$ cat src/rtl/slicer_mer.sv
// 4-ASK slicer with windowed mean-squared-error measurement.
// Stage 1 slices the decision variable, and stage 2 averages the squared error over 2^LOG2_N symbols.
module slicer_mer #(
  parameter int LOG2_N = 4,
  parameter int DW     = 18
) (
  input  logic                 clk,
  input  logic                 reset,
  input  logic                 sym_clk_en,
  input  logic                 clr_win,
  input  logic signed [DW-1:0] dec_var,
  input  logic signed [DW-1:0] ref_lvl,
  input  logic signed [DW-1:0] map_out_pwr,
  output logic [1:0]           sym_out,
  output logic signed [DW-1:0] err_out,
  output logic                 sym_valid,
  output logic [DW-1:0]        err_pwr,
  output logic signed [DW-1:0] sig_pwr,
  output logic                 pwr_valid
);

  localparam int AW = DW + LOG2_N;

  // One extra bit keeps 1.5r and x - level exact before truncation back to DW.
  logic signed [DW:0]     r_ext, x_ext, half_lvl, full_lvl, level, err_full;
  logic [1:0]             sym_d;
  logic signed [2*DW-1:0] err_ext, prod;
  logic [DW-1:0]          sq;
  logic [AW-1:0]          acc, acc_sum;
  logic [LOG2_N-1:0]      cnt;
  logic                   unused_bits;

  // NOTE: every always_comb output gets a default first so no path can infer a latch.
  always_comb begin
    r_ext    = ref_lvl[DW-1] ? '0 : {1'b0, ref_lvl};
    x_ext    = {dec_var[DW-1], dec_var};
    half_lvl = r_ext >>> 1;
    full_lvl = r_ext + half_lvl;
    sym_d    = 2'b00;
    level    = -full_lvl;
    if (x_ext >= r_ext) begin
      sym_d = 2'b11;
      level = full_lvl;
    end else if (!x_ext[DW]) begin
      sym_d = 2'b10;
      level = half_lvl;
    end else if (x_ext >= -r_ext) begin
      sym_d = 2'b01;
      level = -half_lvl;
    end
    err_full = x_ext - level;
  end

  // The square is taken on the registered error. The 0s18 result is the squared 1s17 word shifted right by 17.
  assign err_ext     = {{DW{err_out[DW-1]}}, err_out};
  assign prod        = err_ext * err_ext;
  assign sq          = prod[2*DW-2:DW-1];
  assign acc_sum     = acc + {{LOG2_N{1'b0}}, sq};
  assign unused_bits = ^{prod[2*DW-1], prod[DW-2:0], err_full[DW]};

  // NOTE: sequential state uses non-blocking assignments so all registers update together at the edge.
  always_ff @(posedge clk) begin
    if (reset) begin
      sym_out   <= '0;
      err_out   <= '0;
      sym_valid <= 1'b0;
      err_pwr   <= '0;
      sig_pwr   <= '0;
      pwr_valid <= 1'b0;
      acc       <= '0;
      cnt       <= '0;
    end else begin
      sym_valid <= sym_clk_en;
      pwr_valid <= 1'b0;
      if (sym_clk_en) begin
        sym_out <= sym_d;
        err_out <= err_full[DW-1:0];
      end
      // A window restart drops any sample that arrives in the same cycle.
      if (clr_win) begin
        acc <= '0;
        cnt <= '0;
      end else if (sym_valid) begin
        cnt <= cnt + 1'b1;
        if (cnt == '1) begin
          err_pwr   <= acc_sum[AW-1:LOG2_N];
          sig_pwr   <= map_out_pwr;
          pwr_valid <= 1'b1;
          acc       <= '0;
        end else begin
          acc <= acc_sum;
        end
      end
    end
  end

endmodule

$ cat config.mk
export PLATFORM = sky130hd
export DESIGN_NAME = slicer_mer
export DESIGN_NICKNAME = d
export VERILOG_FILES = /design/src/rtl/slicer_mer.sv
export SDC_FILE = /design/constraint.sdc
export NUM_CORES = 1
export LEC_CHECK = 0
export BUFFER_PORTS_ARGS = -buffer_cell sky130_fd_sc_hd__buf_4
export CAP_MARGIN = 40
export CORE_MARGIN = 5
export CORE_UTILIZATION = 50
export DETAILED_ROUTE_END_ITERATION = 8
export PLACE_DENSITY = 0.7
export SYNTH_ARGS = -nofsm -noshare
export SYNTH_HDL_FRONTEND = slang
export SYNTH_SLANG_ARGS = --single-unit
$ cat constraint.sdc
create_clock -name clk -period 9.3 [get_ports clk]
set_input_delay 1.86 -clock clk [delete_from_list [all_inputs] [get_ports clk]]
set_output_delay 1.86 -clock clk [all_outputs]
set_load 0.02 [all_outputs]
# Word level (Yosys, flattened, before mapping)
# Index checks and enable logic that the tools add are counted.
# classes
eq_ne	1
multipliers	1
n_bitwise	2
magnitude_cmp	2
muxes	9
reduce_logical	3
add_sub_neg	7
# ops
op	count
$mux W18	3
$mul A18 B18 Y35	1
$add A22 B18 Y22	1
$mux W22	1
$ge A18 B19 Y1	1
$neg A17 Y19	1
$add A17 B16 Y18	1
$ge A18 B18 Y1	1
$neg A16 Y18	1
$neg A18 Y18	1
$sub A18 B18 Y18	1
$mux W17	1
$add A4 B1 Y4 const B	1
$eq A4 B4 Y1 const B	1
$mux W2	2
$reduce_and A3 Y1	1
$reduce_or A3 Y1	1
$mux W1	2
$not A1 Y1	2
$reduce_or A2 Y1	1
# word_totals
register_bits	84
word_cells	33
input_bits	58
out_inout_bits	58

# Logic depth before layout (Yosys ltp)
# Gate-level depths: netlist of run 1.
# depth
depth_word	7
ltp_mapped	37
ltp_nobuf	36

# Worst setup path after synthesis of run 1
# Ideal clock, no wire load.
# synth_path
path_type	reg-to-reg
from	register err_out[11]
to	register acc[21]
path_stages_with_launch	33
t_arrival_ps	8247
setup_ps	74
period_less_slack_ps	8322
slack_ps	978
path_buffers	2
t_required_ps	9226
path_cell_list	dfxtp_1 -> clkbuf_1 -> clkbuf_1 -> nand2_1 -> fa_1 -> fa_1 -> fa_1 -> inv_1 -> fa_1 -> fa_1 -> inv_1 -> fa_1 -> inv_1 -> ha_1 -> a21o_1 -> a21o_1 -> a21oi_1 -> o21ai_1 -> a2111oi_2 -> nor2_1 -> or2_1 -> a311o_1 -> a21oi_1 -> xnor2_1 -> ha_1 -> inv_1 -> o21ai_0 -> o2111ai_1 -> a21bo_2 -> a21oi_1 -> nand4_1 -> or3_1 -> a31oi_1
# synth_via
elab_chain_len	3
# synth_rtl
element	line_no	source
start, declared	15	output logic signed [DW-1:0] err_out,
start signal, assigned	77	err_out <= err_full[DW-1:0];
$mul A18 B18 Y35	56	assign prod = err_ext * err_ext;
$add A22 B18 Y22	58	assign acc_sum = acc + {{LOG2_N{1'b0}}, sq};
$mux W22	85	if (cnt == '1) begin
end signal, assigned	91	acc <= acc_sum;
end, declared	29	logic [AW-1:0] acc, acc_sum;
# No other way between the ends.
# A chain may end at the register's enable or synchronous reset.

# Final worst setup path of run 1
# layout_path
from	register err_out[1]
to	register acc[21]
# Same word-level chain as after synthesis.

==> results_dict.tcl, run 1 <==
set metrics [dict create \
    fin_worst_skew_ps 14.7 \
    grtUsageTotal 0.227 \
    setup_violations 0 \
    cts_sinks 84 \
    grt_pass1_wl_mm 73.9 \
    slowest_stage "dfxtp_1" \
    ys_ff_latch 84 \
    core-area_sq_um 35600 \
    synthFlopType "dfxtp_1" \
    crit_fanout 12 \
    htree_levels 3 \
    synth_common_cells "inv_1, fa_1, nand2_1" \
    cts_buffers 9 \
    drt-pass1-iter-count 6 \
    cp-end-kind "flip-flop" \
    clk_path_buf_depth 2 \
    syn_nets 2667 \
    reg2regPathDepth 32 \
    drt-wirelength-per-cell_um 16.4 \
    critPathKind "flip-flop to flip-flop" \
    place_area_sq_um 19400 \
    synth_edf_count 0 \
    rows 69 \
    slew_headroom 0.445 \
    cts_tree "yes" \
    worst_pin_slew_ps 833 \
    hold_viol_final 0 \
    ys_warn_count 0 \
    num_vias 14100 \
    fmax_ghz 0.115 \
    p_leak_nw 10.0 \
    post-route-period-util 0.935 \
    maxCapViolCount 0 \
    ir_drop_mv 0.286 \
    grt_setup_unrepaired "no" \
    die_w_um 200 \
    drive_above_1_share 0.0837 \
    ys_seq_area_frac 0.0935 \
    area_growth_pct 9.63 \
    min_delay_path_depth 2 \
    ios 116 \
    grt_max_degree 63 \
    fin_area_sq_um 19700 \
    outcome "complete, no violations" \
    yosysTopAreaCell "fa_1" \
    cp.required_ps 9580 \
    layout_min_cycle_time_ps 8690 \
    drt-initial-drc-count 808 \
    critPathLaunchType "flip-flop" \
    fin_nets 2754 \
    die_h_um 200 \
    placed_cells 2643 \
    syn_inst 2106 \
    yosysTopAreaCellShare 0.329 \
    synth_area_leaders "fa_1, ha_1, dfxtp_1, inv_1, nand2_1" \
    totalWireLength_mm 43.5 \
    r2r_slack_ps 610 \
    vias_per_cell 5.32 \
    hp-class "flip-flop to flip-flop" \
    clk_latency_ps 360 \
    yosysMostFrequentCell "inv_1" \
    final_cells 2660 \
    clockRootBuffer "clkbuf_16" \
    antenna_found_initial 0 \
    start_util 0.506 \
    async_reset_ff_frac 0 \
    routabilityCongestion 0.955 \
    grt_pass1_vias 15200 \
    cts.reportedPaths.clkPinSlew_ps 80 \
    power.density_nw_per_um2 245 \
    dp_hpwl_mm 36.7 \
    drtAntennaViolNets 0 \
    syn_area_sq_um 18000 \
    overflow 0 \
    tns_ps 0 \
    critPathArrivalTime_ps 8970 \
    synth.avg_cell_area_sq_um 8.54 \
    fin_util 0.554 \
    die-area_sq_um 39900 \
    io_buffers 115 \
    drcViolationCount 0 \
    cpPeakStageDelay_ps 670 \
    drv_slew 0 \
    total_power_mw 4.83 \
    ys_types 72 \
]
-- cells by family (layout without fill, tap and decap cells) --
| family | after synthesis | after routing | synth area share |
|---|---|---|---|
| fa+ha+maj | 503 | 503 | 0.473 |
| simple gates | 571 | 571 | 0.148 |
| other cells | 0 | 1 | 0 |
| flops | 84 | 84 | 0.0935 |
| mux | 25 | 25 | 0.0145 |
| compound gates | 298 | 298 | 0.108 |
| buf+inv | 508 | 600 | 0.106 |
| xor+xnor | 117 | 117 | 0.0570 |
-- sequential cells by signal (all words and copies together), names as in the netlist --
register	flops
acc	22
sym_valid	1
cnt	4
err_pwr	18
err_out	18
sym_out	2
sig_pwr	18
pwr_valid	1
-- layout make-up --
class	count	area [sq um]
Sequential cell	84	1690
Inverter	441	1660
Clock buffer	9	225
Timing Repair Buffer	143	1070
Tap cell	461	577
Fill cell	3308	15900
Clock inverter	7	73.8
Multi-Input combinational cell	1514	14400
Antenna cell	1	2.50
-- critical path: cells and delay by family, from the launching register on --
family | cells | cell delay [ps]
flops | 1 | 670
fa+ha+maj | 8 | 3500
simple gates | 6 | 1220
buf+inv | 6 | 420
xor+xnor | 1 | 100
compound gates | 11 | 2700
-- final timing paths --
path | startpoint | to
worst max-delay path | err_out[1] | acc[21]
worst min-delay path | sig_pwr[15] | sig_pwr[15]
worst max register to register | err_out[1] | acc[21]
worst min register to register | sig_pwr[15] | sig_pwr[15]
-- power by group --
| group | total [mW] | leakage (nW) | switching (mW) | internal (mW) |
|---|---|---|---|---|
| Sequential | 0.469 | 0.683 | 0.0653 | 0.403 |
| Combinational | 3.98 | 9.19 | 2.29 | 1.69 |
| Clock | 0.379 | 0.147 | 0.188 | 0.191 |
| Total | 4.83 | 10.0 | 2.55 | 2.28 |
-- placed cells by master (no fill, tap or decap), types with 4 or more instances in the layout --
master,netlist,routed
xor2_1,29,29
and3_1,9,9
o21a_1,18,18
o21ai_1,4,4
nor2_1,144,144
nand3_1,28,28
a211oi_1,22,22
o21ai_0,45,45
a31oi_1,5,5
and2_1,45,45
a211o_1,4,4
nor2b_1,28,28
fa_1,296,296
nor4_1,6,6
o31ai_1,5,4
mux2i_1,20,20
inv_1,440,440
nor3_1,21,20
o21bai_1,4,4
ha_1,207,207
a21oi_1,98,97
xnor2_1,88,88
nand2b_1,24,24
clkbuf_16,0,9
or3_1,13,13
dfxtp_1,84,80
dfxtp_2,0,4
nand2_1,220,220
a41oi_1,4,4
a21o_1,26,26
buf_4,0,143
mux2_2,4,4
a22oi_1,19,19
o211ai_1,7,7
nand4_1,13,13
-- layer usage --
metal  share of wire  track usage
met2            0.51        0.402
met5               0            0
met3           0.038       0.0197
met4           0.020       0.0481
met1            0.44        0.306
-- metrics by stage --
step                      setup slack (ps)  hold WS [ps]
final                                  605           458
after global routing                  27.3           472
after CTS                              425           459
after detailed placement               468           448
after global placement                 615           442
after floorplan                        978           487
-- what timing repair did --
| action | CTS | global route |
|---|---|---|
| hold buffers | 0 | 0 |
| resized for setup | 0 | 6 |
| setup endpoints to repair | 0 | 8 |
| setup buffers | 0 | 0 |
Note: power is estimated with default switching activity, not from simulation.
==> run 2: changes to the inputs <==
==> constraint.sdc (replaced) <==
create_clock -name clk -period 9.8 [get_ports clk]
set_input_delay 1.96 -clock clk [delete_from_list [all_inputs] [get_ports clk]]
set_output_delay 1.96 -clock clk [all_outputs]
set_load 0.02 [all_outputs]
==> run 2 against run 1 <==
Effect of this change:
- first-iteration DRC count is 3.5% higher
- sequential power shrank 7.2%
- critical path depth fell by 2
- fmax decreased by 3.1%
- hold slack lost 3.7 ps
- clock power fell by 6.1%
- via count down 0.92%
- register-to-register slack better by 220 ps
- wire length decreased by 1.8%
- critical path type unchanged
==> results_dict.tcl, run 2 (same netlist as run 1, synthesis figures left out) <==
set metrics [dict create \
    rows 69 \
    largest_register_ffs 22 \
    layout_common_cells "inv_1, fa_1, nand2_1, ha_1, nor2_1" \
    regArea_sq_um 1680 \
    top_layer "met4" \
    cp.required_ps 10070 \
    die_h_um 200 \
    routabilityCongestion 0.916 \
    start_util 0.506 \
    cts_buffers 9 \
    cts.reportedPaths.clkPinSlew_ps 70 \
    postCtsSetupRepairBufs 0 \
    reg2reg_from "err_out[1]" \
    clk_path_buf_depth 2 \
    area_growth_pct 9.30 \
    drt-wirelength-per-cell_um 16.1 \
    grt_pass1_vias 14800 \
    mostFrequentLayoutCell "inv_1" \
    drt-met1-wl_mm 19.1 \
    core-area_sq_um 35600 \
    hp-class "flip-flop to flip-flop" \
    power.density_nw_per_um2 230 \
    fin_worst_skew_ps 12.3 \
    diodes 0 \
    rr_endpoint "acc[21]" \
    totalWireLength_mm 42.8 \
    layout_min_cycle_time_ps 8970 \
    cp_top_family "adder cells" \
    antenna_found_initial 0 \
    cts_hold_buf 0 \
    grt_pass1_wl_mm 71.8 \
    overflow 0 \
    drt-pass1-iter-count 6 \
    worstHoldStart "err_pwr[10]" \
    critPathLaunchType "flip-flop" \
    grtUsageTotal 0.221 \
    worst_pin_slew_ps 846 \
    hold_ws_ps 454 \
    cts_tree "yes" \
    path_buf_inv 3 \
    cp-end-kind "flip-flop" \
    ir_drop_mv 0.219 \
    r2r_slack_ps 830 \
    die-area_sq_um 39900 \
    multiInputGateArea_sq_um 14400 \
    vias_per_cell 5.28 \
    fin_nets 2749 \
    grt_setup_unrepaired "no" \
    fmax_ghz 0.111 \
    dp_hpwl_mm 35.8 \
    slowest_stage "dfxtp_1" \
    tns_ps 0 \
    grt_max_degree 63 \
    fillers 3276 \
    worstHoldEndpoint "err_pwr[10]" \
    reg2regPathDepth 30 \
    clk_latency_ps 350 \
    drive_above_1_share 0.0793 \
    cts_resized 0 \
    ios 116 \
    drt-initial-drc-count 836 \
    fin_util 0.553 \
    met2WireLength_mm 21.0 \
    htree_levels 3 \
    min_delay_path_depth 2 \
    clockRootBuffer "clkbuf_16" \
    maxCapViolCount 0 \
    setup_violations 0 \
    cpPeakStageDelay_ps 740 \
    wl_met3_mm 1.68 \
    io_buffers 115 \
    hold_viol_final 0 \
    p_leak_nw 9.99 \
    drtAntennaViolNets 0 \
    drv_slew 0 \
    critPathMostFrequentCell "fa_1" \
    top_register "acc" \
    drcViolationCount 0 \
    crit_fanout 20 \
    slew_headroom 0.436 \
    outcome "complete, no violations" \
    critPathArrivalTime_ps 9250 \
    post-route-period-util 0.916 \
    critPathKind "flip-flop to flip-flop" \
    num_vias 14000 \
    cts_sinks 84 \
    die_w_um 200 \
]
run 2: cell count changes in the layout (fill, tap and decap cells not counted):
cell | before | now
inv_8 | 2 | 3
clkinv_4 | 2 | 3
a21oi_2 | 3 | 2
a2111oi_2 | 0 | 1
dfxtp_1 | 80 | 84
inv_6 | 2 | 0
diode_2 | 1 | 0
buf_4 | 143 | 138
dfxtp_2 | 4 | 0
a2111oi_4 | 1 | 0
a21oi_1 | 97 | 98
run 2: per-layer routing:
| layer | up-vias | track usage |
|---|---|---|
| met5 | - | 0 |
| met1 | 6903 | 0.300 |
| met4 | 0 | 0.0521 |
| met3 | 59 | 0.0258 |
| met2 | 262 | 0.381 |
| li1 | 6789 | - |
run 2: area by class of cell:
| cell class | count | area share |
|---|---|---|
| Multi-Input combinational cell | 1514 | 0.733 |
| Clock buffer | 9 | 0.0115 |
| Inverter | 441 | 0.0842 |
| Sequential cell | 84 | 0.0855 |
| Timing Repair Buffer | 138 | 0.0527 |
| Tap cell | 461 | 0.0293 |
| Clock inverter | 7 | 0.00388 |
run 2: power breakdown:
| part | internal (mW) | switching [mW] |
|---|---|---|
| sequential | 0.382 | 0.0529 |
| combinational | 1.59 | 2.15 |
| clock | 0.181 | 0.175 |
run 2: worst max path at each step:
stage / slack (ps) / end / start / depth (start not counted)
after floorplan: 1480 / acc[21] / err_out[11] / 32
after global placement: 980 / acc[21] / err_out[1] / 31
after detailed placement: 830 / acc[21] / err_out[1] / 31
after CTS: 820 / acc[21] / err_out[1] / 30
after global routing: 20 / acc[21] / err_out[1] / 30
final: 830 / acc[21] / err_out[1] / 30
run 2: through the flow:
step           cell area, sq um  cells  power [mW]  setup slack [ps]
6_report                  19700   2654        4.52               826
5_1_grt                   19700   2654        5.14              24.6
4_1_cts                   19700   2654        4.57               817
3_5_place_dp              19400   2638        4.18               828
3_3_place_gp              19300   2637        4.09               983
2_1_floorplan             18000   2106        3.38              1480
run 2: tightest hold or removal path, cell delays in order (launching register included):
cell	delay, ps
dfxtp_1	310
nand2_1	50
a21oi_1	50
==> run 3: changes to the inputs <==
--- a/config.mk
+++ b/config.mk
@@ -5,6 +5,7 @@
 export SDC_FILE = /design/constraint.sdc
 export NUM_CORES = 1
 export LEC_CHECK = 0
+export ABC_AREA = 1
 export BUFFER_PORTS_ARGS = -buffer_cell sky130_fd_sc_hd__buf_4
 export CAP_MARGIN = 40
 export CORE_MARGIN = 5
==> run 3 against run 2 <==
Effect of this change:
- combinational power grew 62%
- wire length grew 22%
- area after synthesis grew 6.4%
- sequential share of layout area shrank 0.50 points
- hold slack gained 26 ps
- clock skew grew 1.5 ps
- largest power group unchanged
- critical endpoint unchanged
- setup slack gained 610 ps
- utilization is essentially flat
- count of clock-buffer cells in the layout is the same
- critical path depth shrank 1
==> results_dict.tcl, run 3 <==
set metrics [dict create \
    ys_warn_count 0 \
    tns_ps 0 \
    drt-pass1-iter-count 5 \
    busiest_layer "met2" \
    setup_violations 0 \
    drt-wirelength-per-cell_um 16.4 \
    area_growth_pct 9.05 \
    drt-initial-drc-count 1307 \
    synth_xor_xnor_area_share 0.0420 \
    die_h_um 206 \
    slowest_stage "dfxtp_1" \
    fmax_ghz 0.120 \
    yosysTopAreaCellShare 0.310 \
    grtUsageTotal 0.258 \
    hold_viol_final 0 \
    yosysTopAreaCell "fa_1" \
    outcome "complete, no violations" \
    p_leak_nw 11.8 \
    drcViolationCount 0 \
    overflow 0 \
    cts_resized 0 \
    cts_hold_buf 0 \
    clockRootBuffer "clkbuf_16" \
    layout_min_cycle_time_ps 8360 \
    async_reset_ff_frac 0 \
    met1_usage 0.347 \
    grtUsageMet3 0.0383 \
    mostFrequentLayoutCell "inv_1" \
    drv_slew 0 \
    ys_ff_latch 84 \
    synth_area_leaders "fa_1, ha_1, inv_1, nand2_1, dfxtp_1" \
    synth_top_family_by_area "adder cells" \
    grt_setup_unrepaired "no" \
    drtAntennaViolNets 0 \
    largest_register_ffs 22 \
    post-route-period-util 0.853 \
    start_util 0.507 \
    syn_area_sq_um 19100 \
    cts_buffers 9 \
    setup_slack_ps 1440 \
    grt_max_degree 45 \
    power.density_nw_per_um2 328 \
    crit_fanout 20 \
    synth_edf_count 0 \
    critPathLaunchType "flip-flop" \
    cp_top_family "adder cells" \
    diodes 0 \
    synthAdderAreaFrac 0.445 \
    htree_levels 3 \
    synthMuxAreaShare 0 \
    maxCapViolCount 0 \
    synth_common_cells "inv_1, nand2_1, fa_1" \
    io_buffers 115 \
    fillers 3568 \
    critPathArrivalTime_ps 8640 \
    layout_common_cells "inv_1, nand2_1, fa_1, ha_1, nor2_1" \
    critPathMostFrequentCell "fa_1" \
    totalWireLength_mm 52.4 \
    die-area_sq_um 42300 \
    num_vias 16900 \
    fin_nets 3241 \
    grt_util_met2 0.427 \
    yosys.area_share.simple 0.187 \
    ios 116 \
    synthFlopType "dfxtp_1" \
    clk_latency_ps 360 \
    core-area_sq_um 37800 \
    cts.reportedPaths.clkPinSlew_ps 80 \
    fin_worst_skew_ps 13.8 \
    synth_compound_area_frac 0.0976 \
    synth.avg_cell_area_sq_um 7.35 \
    cpPeakStageDelay_ps 910 \
    ir_drop_mv 0.337 \
    die_w_um 206 \
    postCtsSetupRepairBufs 0 \
    rows 71 \
    ys_types 42 \
    vias_per_cell 5.27 \
    yosysMostFrequentCell "inv_1" \
    worst_pin_slew_ps 914 \
    syn_nets 3164 \
    grt_pass1_vias 18000 \
    hp-class "flip-flop to flip-flop" \
    cts_sinks 84 \
    antenna_found_initial 0 \
    drive_above_1_share 0.0667 \
    syn_inst 2603 \
    dp_hpwl_mm 44.1 \
    clk_path_buf_depth 2 \
    cts_tree "yes" \
    critPathKind "flip-flop to flip-flop" \
    slew_headroom 0.390 \
    cp-end-kind "flip-flop" \
    path_buf_inv 5 \
    routabilityCongestion 0.962 \
    grt_pass1_wl_mm 88.5 \
    top_register "acc" \
    cp.required_ps 10080 \
    ys_seq_area_frac 0.0878 \
    pre_cts_ws_ps 1330 \
]
[run 3: cell types whose count changed after synthesis, moves of 29 or more]
cell     change
nand2_1    +303
nand3_1     +57
o21ai_0     +77
and2_1      -40
inv_1      +202
nor2_1      +35
xnor2_1     -56
a21oi_1     +57
xor2_1      +29
[run 3: worst reg2reg max path, delay by kind of cell, from the launching register on]
kind,cells,cell delay (ps)
XOR/XNOR,2,440
adder cells (fa/ha/maj),8,4110
flip-flops,1,910
AO/OA/AOI/OAI,3,700
AND/OR/NAND/NOR,11,1650
buffers and inverters,5,470
[run 3: routing by layer]
| layer | share of wire | wire (um) |
|---|---|---|
| met5 | 0 | 0 |
| met4 | 0.038 | 1970 |
| met3 | 0.065 | 3430 |
| met2 | 0.46 | 24200 |
| met1 | 0.44 | 22800 |
[run 3: cell type report]
type                       count  area (sq um)  share of cell area
tap                          511           639              0.0306
clock inverter                 7          78.8             0.00378
multi-input combinational   1804         14800               0.707
timing repair buffer         134          1050              0.0505
inverter                     647          2430               0.116
clock buffer                   9           225              0.0108
sequential                    84          1680              0.0806
[run 3: through the flow]
step	instances	power (mW)	area, sq um	utilization	hold WS, ps
floorplan	2603	4.80	19100	-	450
global placement	3176	6.29	20500	0.543	458
detailed placement	3180	6.36	20600	0.545	465
CTS	3196	6.77	20900	0.553	478
global route	3196	7.69	20900	0.553	504
finish	3196	6.84	20900	0.553	480
[run 3: cells by family (layout without fill, tap and decap cells)]
group           count (synthesis)  count (layout)
flops                          84              84
buf+inv                       715             797
simple gates                  868             868
fa+ha+maj                     503             503
xor+xnor                       91              91
compound gates                342             342
[run 3: path summary, 6_finish.rpt]
path	cells after the start	endpoint	slack, ps	from
worst min-delay path	2	acc[16]	480	acc[16]
worst max-delay path	29	acc[21]	1440	err_out[5]
worst min register to register	2	acc[16]	480	acc[16]
worst max register to register	29	acc[21]	1440	err_out[5]
[run 3: power by group]
part	switching [mW]	leakage (nW)	internal, mW
Clock	0.179	0.148	0.182
Combinational	3.92	11.0	2.12
Sequential	0.0606	0.683	0.388
Total	4.16	11.8	2.69
